[src/rtl/alu_pipe_if.sv]
// Handshake and data bundle between the operand source, the pipelined ALU and the result consumer.
// Signal names keep the ALU's point of view (i_ = into the ALU, o_ = out of the ALU).
interface alu_pipe_if #(
  parameter int NB_OP   = 6,
  parameter int NB_DATA = 8
);
  logic               i_valid;
  logic               o_ready;
  logic [NB_OP-1:0]   i_op;
  logic [NB_DATA-1:0] i_data_A;
  logic [NB_DATA-1:0] i_data_B;
  logic               o_valid;
  logic               i_ready;
  logic [NB_DATA-1:0] o_data;
  logic               o_zero;
  logic               o_neg;
  logic               o_carry;
  logic               o_ovf;
  logic               o_err;

  modport master (
    output i_valid, i_op, i_data_A, i_data_B, i_ready,
    input  o_ready, o_valid, o_data, o_zero, o_neg, o_carry, o_ovf, o_err
  );

  modport slave (
    input  i_valid, i_op, i_data_A, i_data_B, i_ready,
    output o_ready, o_valid, o_data, o_zero, o_neg, o_carry, o_ovf, o_err
  );
endinterface

[src/rtl/alu_pipe.sv]
// Pipelined ALU: result and flags are computed combinationally at the input and then carried
// through LATENCY register stages; a stalled output freezes the whole pipeline.
module alu_pipe #(
  parameter int NB_OP   = 6,
  parameter int NB_DATA = 8,
  parameter int LATENCY = 2
) (
  input logic        i_clk,
  input logic        i_reset,
  alu_pipe_if.slave  bus
);

  localparam int NB_PK = NB_DATA + 5;

  localparam logic [NB_OP-1:0] OP_ADD  = NB_OP'(6'b100000);
  localparam logic [NB_OP-1:0] OP_SUB  = NB_OP'(6'b100010);
  localparam logic [NB_OP-1:0] OP_AND  = NB_OP'(6'b100100);
  localparam logic [NB_OP-1:0] OP_OR   = NB_OP'(6'b100101);
  localparam logic [NB_OP-1:0] OP_XOR  = NB_OP'(6'b100110);
  localparam logic [NB_OP-1:0] OP_NOR  = NB_OP'(6'b100111);
  localparam logic [NB_OP-1:0] OP_SLL  = NB_OP'(6'b000000);
  localparam logic [NB_OP-1:0] OP_SRL  = NB_OP'(6'b000010);
  localparam logic [NB_OP-1:0] OP_SRA  = NB_OP'(6'b000011);
  localparam logic [NB_OP-1:0] OP_SLT  = NB_OP'(6'b101010);
  localparam logic [NB_OP-1:0] OP_SLTU = NB_OP'(6'b101011);

  if (LATENCY < 1 || LATENCY > 4) begin : g_bad_latency
    $error("alu_pipe: LATENCY must be in 1..4");
  end
  if (NB_DATA < 2) begin : g_bad_width
    $error("alu_pipe: NB_DATA must be >= 2");
  end

  logic [NB_DATA-1:0] w_a;
  logic [NB_DATA-1:0] w_b;
  logic [NB_DATA:0]   w_add;
  logic [NB_DATA:0]   w_sub;
  logic [NB_DATA-1:0] w_res;
  logic               w_carry;
  logic               w_ovf;
  logic               w_err;
  logic               w_zero;
  logic               w_neg;
  logic [NB_PK-1:0]   w_pk;
  logic               w_en;

  logic [LATENCY-1:0] r_vld;
  logic [NB_PK-1:0]   r_pk [LATENCY];

  assign w_a   = bus.i_data_A;
  assign w_b   = bus.i_data_B;
  // Extra top bit is the unsigned carry out (ADD) or borrow (SUB).
  assign w_add = {1'b0, w_a} + {1'b0, w_b};
  assign w_sub = {1'b0, w_a} - {1'b0, w_b};

  always_comb begin
    w_res   = '0;
    w_carry = 1'b0;
    w_ovf   = 1'b0;
    w_err   = 1'b0;
    case (bus.i_op)
      OP_ADD: begin
        w_res   = w_add[NB_DATA-1:0];
        w_carry = w_add[NB_DATA];
        w_ovf   = (w_a[NB_DATA-1] == w_b[NB_DATA-1]) && (w_add[NB_DATA-1] != w_a[NB_DATA-1]);
      end
      OP_SUB: begin
        w_res   = w_sub[NB_DATA-1:0];
        w_carry = w_sub[NB_DATA];
        w_ovf   = (w_a[NB_DATA-1] != w_b[NB_DATA-1]) && (w_sub[NB_DATA-1] != w_a[NB_DATA-1]);
      end
      OP_AND:  w_res = w_a & w_b;
      OP_OR:   w_res = w_a | w_b;
      OP_XOR:  w_res = w_a ^ w_b;
      OP_NOR:  w_res = ~(w_a | w_b);
      // Shift amounts >= NB_DATA yield zero / sign fill by the language's shift semantics.
      OP_SLL:  w_res = w_a << w_b;
      OP_SRL:  w_res = w_a >> w_b;
      OP_SRA:  w_res = $signed(w_a) >>> w_b;
      OP_SLT:  w_res = NB_DATA'($signed(w_a) < $signed(w_b));
      OP_SLTU: w_res = NB_DATA'(w_a < w_b);
      default: w_err = 1'b1;
    endcase
  end

  assign w_zero = (w_res == '0);
  assign w_neg  = w_res[NB_DATA-1];
  assign w_pk   = {w_err, w_ovf, w_carry, w_neg, w_zero, w_res};

  assign w_en = !r_vld[LATENCY-1] || bus.i_ready;

  // Bubbles carry all-zero payload so idle output stages read back as zero.
  always_ff @(posedge i_clk) begin
    if (i_reset) begin
      r_vld <= '0;
      for (int i = 0; i < LATENCY; i++) begin
        r_pk[i] <= '0;
      end
    end else if (w_en) begin
      r_vld[0] <= bus.i_valid;
      r_pk[0]  <= bus.i_valid ? w_pk : '0;
      for (int i = 1; i < LATENCY; i++) begin
        r_vld[i] <= r_vld[i-1];
        r_pk[i]  <= r_pk[i-1];
      end
    end
  end

  assign bus.o_ready = w_en;
  assign bus.o_valid = r_vld[LATENCY-1];
  assign {bus.o_err, bus.o_ovf, bus.o_carry, bus.o_neg, bus.o_zero, bus.o_data} = r_pk[LATENCY-1];

endmodule

[src/flat_wrapper.sv]
// flat-port wrapper written by rule: the top's interface ports become plain ports
module alu_pipe_flat 
#(
  parameter int NB_OP   = 6,
  parameter int NB_DATA = 8,
  parameter int LATENCY = 2
)
  (i_clk, i_reset, bus_i_valid, bus_i_op, bus_i_data_A, bus_i_data_B, bus_i_ready, bus_o_ready, bus_o_valid, bus_o_data, bus_o_zero, bus_o_neg, bus_o_carry, bus_o_ovf, bus_o_err);
  alu_pipe_if #(.NB_OP(NB_OP), .NB_DATA(NB_DATA)) bus_i ();
  input logic i_clk;
  input logic i_reset;
  input wire logic [$bits(bus_i.i_valid)-1:0] bus_i_valid;
  input wire logic [$bits(bus_i.i_op)-1:0] bus_i_op;
  input wire logic [$bits(bus_i.i_data_A)-1:0] bus_i_data_A;
  input wire logic [$bits(bus_i.i_data_B)-1:0] bus_i_data_B;
  input wire logic [$bits(bus_i.i_ready)-1:0] bus_i_ready;
  output wire logic [$bits(bus_i.o_ready)-1:0] bus_o_ready;
  output wire logic [$bits(bus_i.o_valid)-1:0] bus_o_valid;
  output wire logic [$bits(bus_i.o_data)-1:0] bus_o_data;
  output wire logic [$bits(bus_i.o_zero)-1:0] bus_o_zero;
  output wire logic [$bits(bus_i.o_neg)-1:0] bus_o_neg;
  output wire logic [$bits(bus_i.o_carry)-1:0] bus_o_carry;
  output wire logic [$bits(bus_i.o_ovf)-1:0] bus_o_ovf;
  output wire logic [$bits(bus_i.o_err)-1:0] bus_o_err;
  assign bus_i.i_valid = bus_i_valid;
  assign bus_i.i_op = bus_i_op;
  assign bus_i.i_data_A = bus_i_data_A;
  assign bus_i.i_data_B = bus_i_data_B;
  assign bus_i.i_ready = bus_i_ready;
  assign bus_o_ready = bus_i.o_ready;
  assign bus_o_valid = bus_i.o_valid;
  assign bus_o_data = bus_i.o_data;
  assign bus_o_zero = bus_i.o_zero;
  assign bus_o_neg = bus_i.o_neg;
  assign bus_o_carry = bus_i.o_carry;
  assign bus_o_ovf = bus_i.o_ovf;
  assign bus_o_err = bus_i.o_err;
  alu_pipe #(.NB_OP(NB_OP), .NB_DATA(NB_DATA), .LATENCY(LATENCY)) u_core (.i_clk(i_clk), .i_reset(i_reset), .bus(bus_i));
endmodule
[config.mk]
export PLATFORM = sky130hd
export DESIGN_NAME = alu_pipe_flat
export DESIGN_NICKNAME = d
export VERILOG_FILES = /design/src/rtl/alu_pipe_if.sv /design/src/rtl/alu_pipe.sv /design/src/flat_wrapper.sv
export SDC_FILE = /design/constraint.sdc
export NUM_CORES = 1
export LEC_CHECK = 0
export ABC_AREA = 1
export CAP_MARGIN = 20
export CORE_MARGIN = 3
export CORE_UTILIZATION = 58
export DETAILED_ROUTE_END_ITERATION = 8
export GPL_ROUTABILITY_DRIVEN = 0
export PLACE_DENSITY = 0.83
export SYNTH_ARGS = -nofsm -noshare
export SYNTH_HDL_FRONTEND = slang
export SYNTH_SLANG_ARGS = --single-unit
[constraint.sdc]
create_clock -name i_clk -period 3.2 [get_ports i_clk]
set_clock_uncertainty 0.15 [all_clocks]
set_input_delay 0.64 -clock i_clk [delete_from_list [all_inputs] [get_ports i_clk]]
set_output_delay 0.64 -clock i_clk [all_outputs]
set_load 0.1 [all_outputs]
==> results.sh <==
export IMPL_yosys_area_top_type="edfxtp_1"
export IMPL_period_needed_ps=3090
export IMPL_io_pin_count=41
export IMPL_first_global_vias=3453
export IMPL_yosys_warnings=0
export IMPL_die_area_mm2=0.00677
export IMPL_diodes=0
export IMPL_ctsHoldBuffers=0
export IMPL_crit_path_end_kind="flip-flop"
export IMPL_clockBufferDepth=2
export IMPL_placed_area_mm2=0.00382
export IMPL_drc=0
export IMPL_wl_met2_um=4530
export IMPL_postCtsSetupBuffers=0
export IMPL_fmax_mhz=324
export IMPL_status="completed"
export IMPL_hold_class="reg2reg"
export IMPL_clk_pin_slew_worst_paths_ps=90
export IMPL_cts_tree="done"
export IMPL_die_x_um=82.3
export IMPL_core_area_mm2=0.00557
export IMPL_ctsRootBufferMaster="clkbuf_8"
export IMPL_ys_seq_area_share_pct=22.6
export IMPL_cts_inserted_buffers=3
export IMPL_ys_ff_latch=26
export IMPL_ir_drop_mv=0.237
export IMPL_firstDrtPassIters=7
export IMPL_vias=3744
export IMPL_fin_crit_sh_pct=96.5
export IMPL_syn_area_mm2=0.00337
export IMPL_p_leak_uw=0.00192
export IMPL_hold_depth=2
export IMPL_power_density_mw_per_mm2=266
export IMPL_top_layer_used="met4"
export IMPL_drv_cap=0
export IMPL_worst_ep_arrival_time_ps=2980
export IMPL_wl_met3_um=921
export IMPL_required_ps=3090
export IMPL_grt_pass1_wl_um=15500
export IMPL_final_antenna_net_count=0
export IMPL_cp_startpoint="bus_i_data_A[6]"
export IMPL_synth_cells=534
export IMPL_synth_net_count=586
export IMPL_ff2ff_path_depth=7
export IMPL_drive_gt1_share_pct=14.8
export IMPL_die_y_um=82.3
export IMPL_wl_met1_um=3700
export IMPL_design_area_mm2=0.00388
export IMPL_wl_per_cell_um=14.9
export IMPL_antenna_found_initial=0
export IMPL_slew_viol_final=0
export IMPL_viasPerCell=5.79
export IMPL_reg2reg_from="u_core.r_vld[1]"
export IMPL_fin_ws_ps=112
export IMPL_crit_type="in2reg"
export IMPL_cts_sinks=26
export IMPL_hold_start="u_core.r_vld[0]"
export IMPL_routed_wl_um=9610
export IMPL_port_buffers=40
export IMPL_syn_to_final_growth_pct=15.1
export IMPL_pre_cts_slack_ps=-142
export IMPL_start_util_pct=60.5
export IMPL_grt_max_degree=26
export IMPL_nets=628
export IMPL_rows=27
export IMPL_crit_fanout=8
export IMPL_synth_area_top_cells="edfxtp_1 21%, nand2_1 13%, nand3_1 11%"
export IMPL_hpwl_um=7810
export IMPL_setup_viol=0
export IMPL_grt_usage_pct=29.6
export IMPL_htree_levels=1
export IMPL_finalHoldViolCount=0
export IMPL_cp_start_kind="primary input"
export IMPL_total_power_uw=1030
export IMPL_n_fill_cell=514
export IMPL_synth_cell_types=37
export IMPL_drtIter0Drc=390
export IMPL_finalSetupTns_ps=0
export IMPL_overflow=0
export IMPL_worst_pin_slew_ps=557
export IMPL_avgSynthCellArea_um2=6.32
export IMPL_yosysTopAreaCellShare_pct=21.4
export IMPL_rsz0062_at_grt="false"
export IMPL_relSlewSlack_pct=62.9
export IMPL_fin_util_pct=69.7
export IMPL_worstSkewPairLatency_ps=270
## cells in the mapped netlist
master,count
nor3b_1,1
o22ai_1,2
a21boi_1,1
edfxtp_1,24
dfxtp_1,2
buf_6,3
inv_2,12
o21ai_1,7
o21ai_0,14
o21bai_1,1
o211ai_1,1
nor2_2,7
nand3_1,77
inv_1,69
a21oi_2,1
nand2_1,121
or2_1,1
fa_1,2
or2_2,3
nand4_1,18
nand3_2,7
nor3_1,4
buf_2,8
inv_6,1
nand3b_1,4
buf_4,11
a21oi_1,26
nor2_4,3
nand2_2,6
nand2_4,2
nor3_2,1
clkinv_1,1
ha_1,24
nor2_1,64
clkbuf_1,3
a22oi_1,1
xor2_1,1
## sequential cells by signal, summed over array words and instances, names as in the netlist
signal,cells
u_core.r_pk,24
u_core.r_vld,2
## final timing paths
| kind | endpoint | slack [ps] |
|---|---|---|
| worst min-delay path | u_core.r_vld[1] | 330 |
| worst max register to register | u_core.r_pk[0][12] | 1360 |
| worst max-delay path | u_core.r_pk[0][8] | 110 |
| worst min register to register | u_core.r_vld[1] | 330 |
## timing repair
item,in CTS,in global routing
endpoints found under the hold margin,0,0
resized for setup,0,1
setup endpoints to repair,0,2
## final cells by class
cell class | instances | area [um^2] | area share [%]
inverters | 83 | 317 | 8.15
clock buffers | 4 | 55.1 | 1.42
multi-input cells | 400 | 2130 | 54.9
flip-flops and latches | 26 | 761 | 19.6
well taps | 72 | 90.1 | 2.32
repair buffers | 62 | 528 | 13.6
## report_power, final
| group | total (uW) | switching, uW | internal [uW] |
|---|---|---|---|
| combinational | 435 | 295 | 141 |
| sequential | 389 | 4.20 | 384 |
| clock | 210 | 99.8 | 110 |
| total | 1030 | 399 | 635 |
## layer usage
layer,up-vias,track usage (%)
met1,1659,35.3
met2,228,51.4
met5,-,0
met3,38,3.25
met4,0,16.3
li1,1819,-
## layout by cell type (no fill, tap or decap), types with 2 or more instances in the layout
cell type,Yosys,final
nor3_1,4,4
o21ai_1,7,7
nor2_2,7,7
nor2_4,3,3
nand4_1,18,18
nand3_2,7,7
or2_2,3,3
inv_2,12,12
nand2_4,2,2
o22ai_1,2,2
nand3_1,77,77
ha_1,24,24
clkdlybuf4s50_1,0,25
buf_4,11,37
nand3b_1,4,4
fa_1,2,2
nand2_2,6,6
nor2_1,64,64
edfxtp_1,24,24
o21ai_0,14,14
clkbuf_8,0,4
dfxtp_1,2,2
inv_1,69,69
a21oi_1,26,25
nand2_1,121,121
a21oi_2,1,2
## logic make-up (layout without fill, tap and decap cells)
kind of cell,after synthesis,in the layout,share of synthesized area (%)
buffers and inverters,108,149,14.4
AO/OA/AOI/OAI,54,54,8.49
adder cells (fa/ha/maj),26,26,10.1
XOR/XNOR,1,1,0.260
AND/OR/NAND/NOR,319,319,44.3
flip-flops,26,26,22.6
## critical path, cell delays in order
cell	delay [ps]
clkdlybuf4s50_1	580
inv_1	70
ha_1	430
inv_1	150
nand2_1	80
nand2_1	80
a21oi_2	200
nand2_1	120
nand2_1	110
nor3b_1	310
nor3_2	100
nand3_1	80
nor2_1	40
## metrics by stage
step / instances / hold WS, ps
after CTS: 647 / 326
after detailed placement: 643 / 312
after global routing: 647 / 358
final: 647 / 332
after global placement: 643 / 299
after floorplan: 534 / 275
Note: power is estimated with default switching activity, not from simulation.
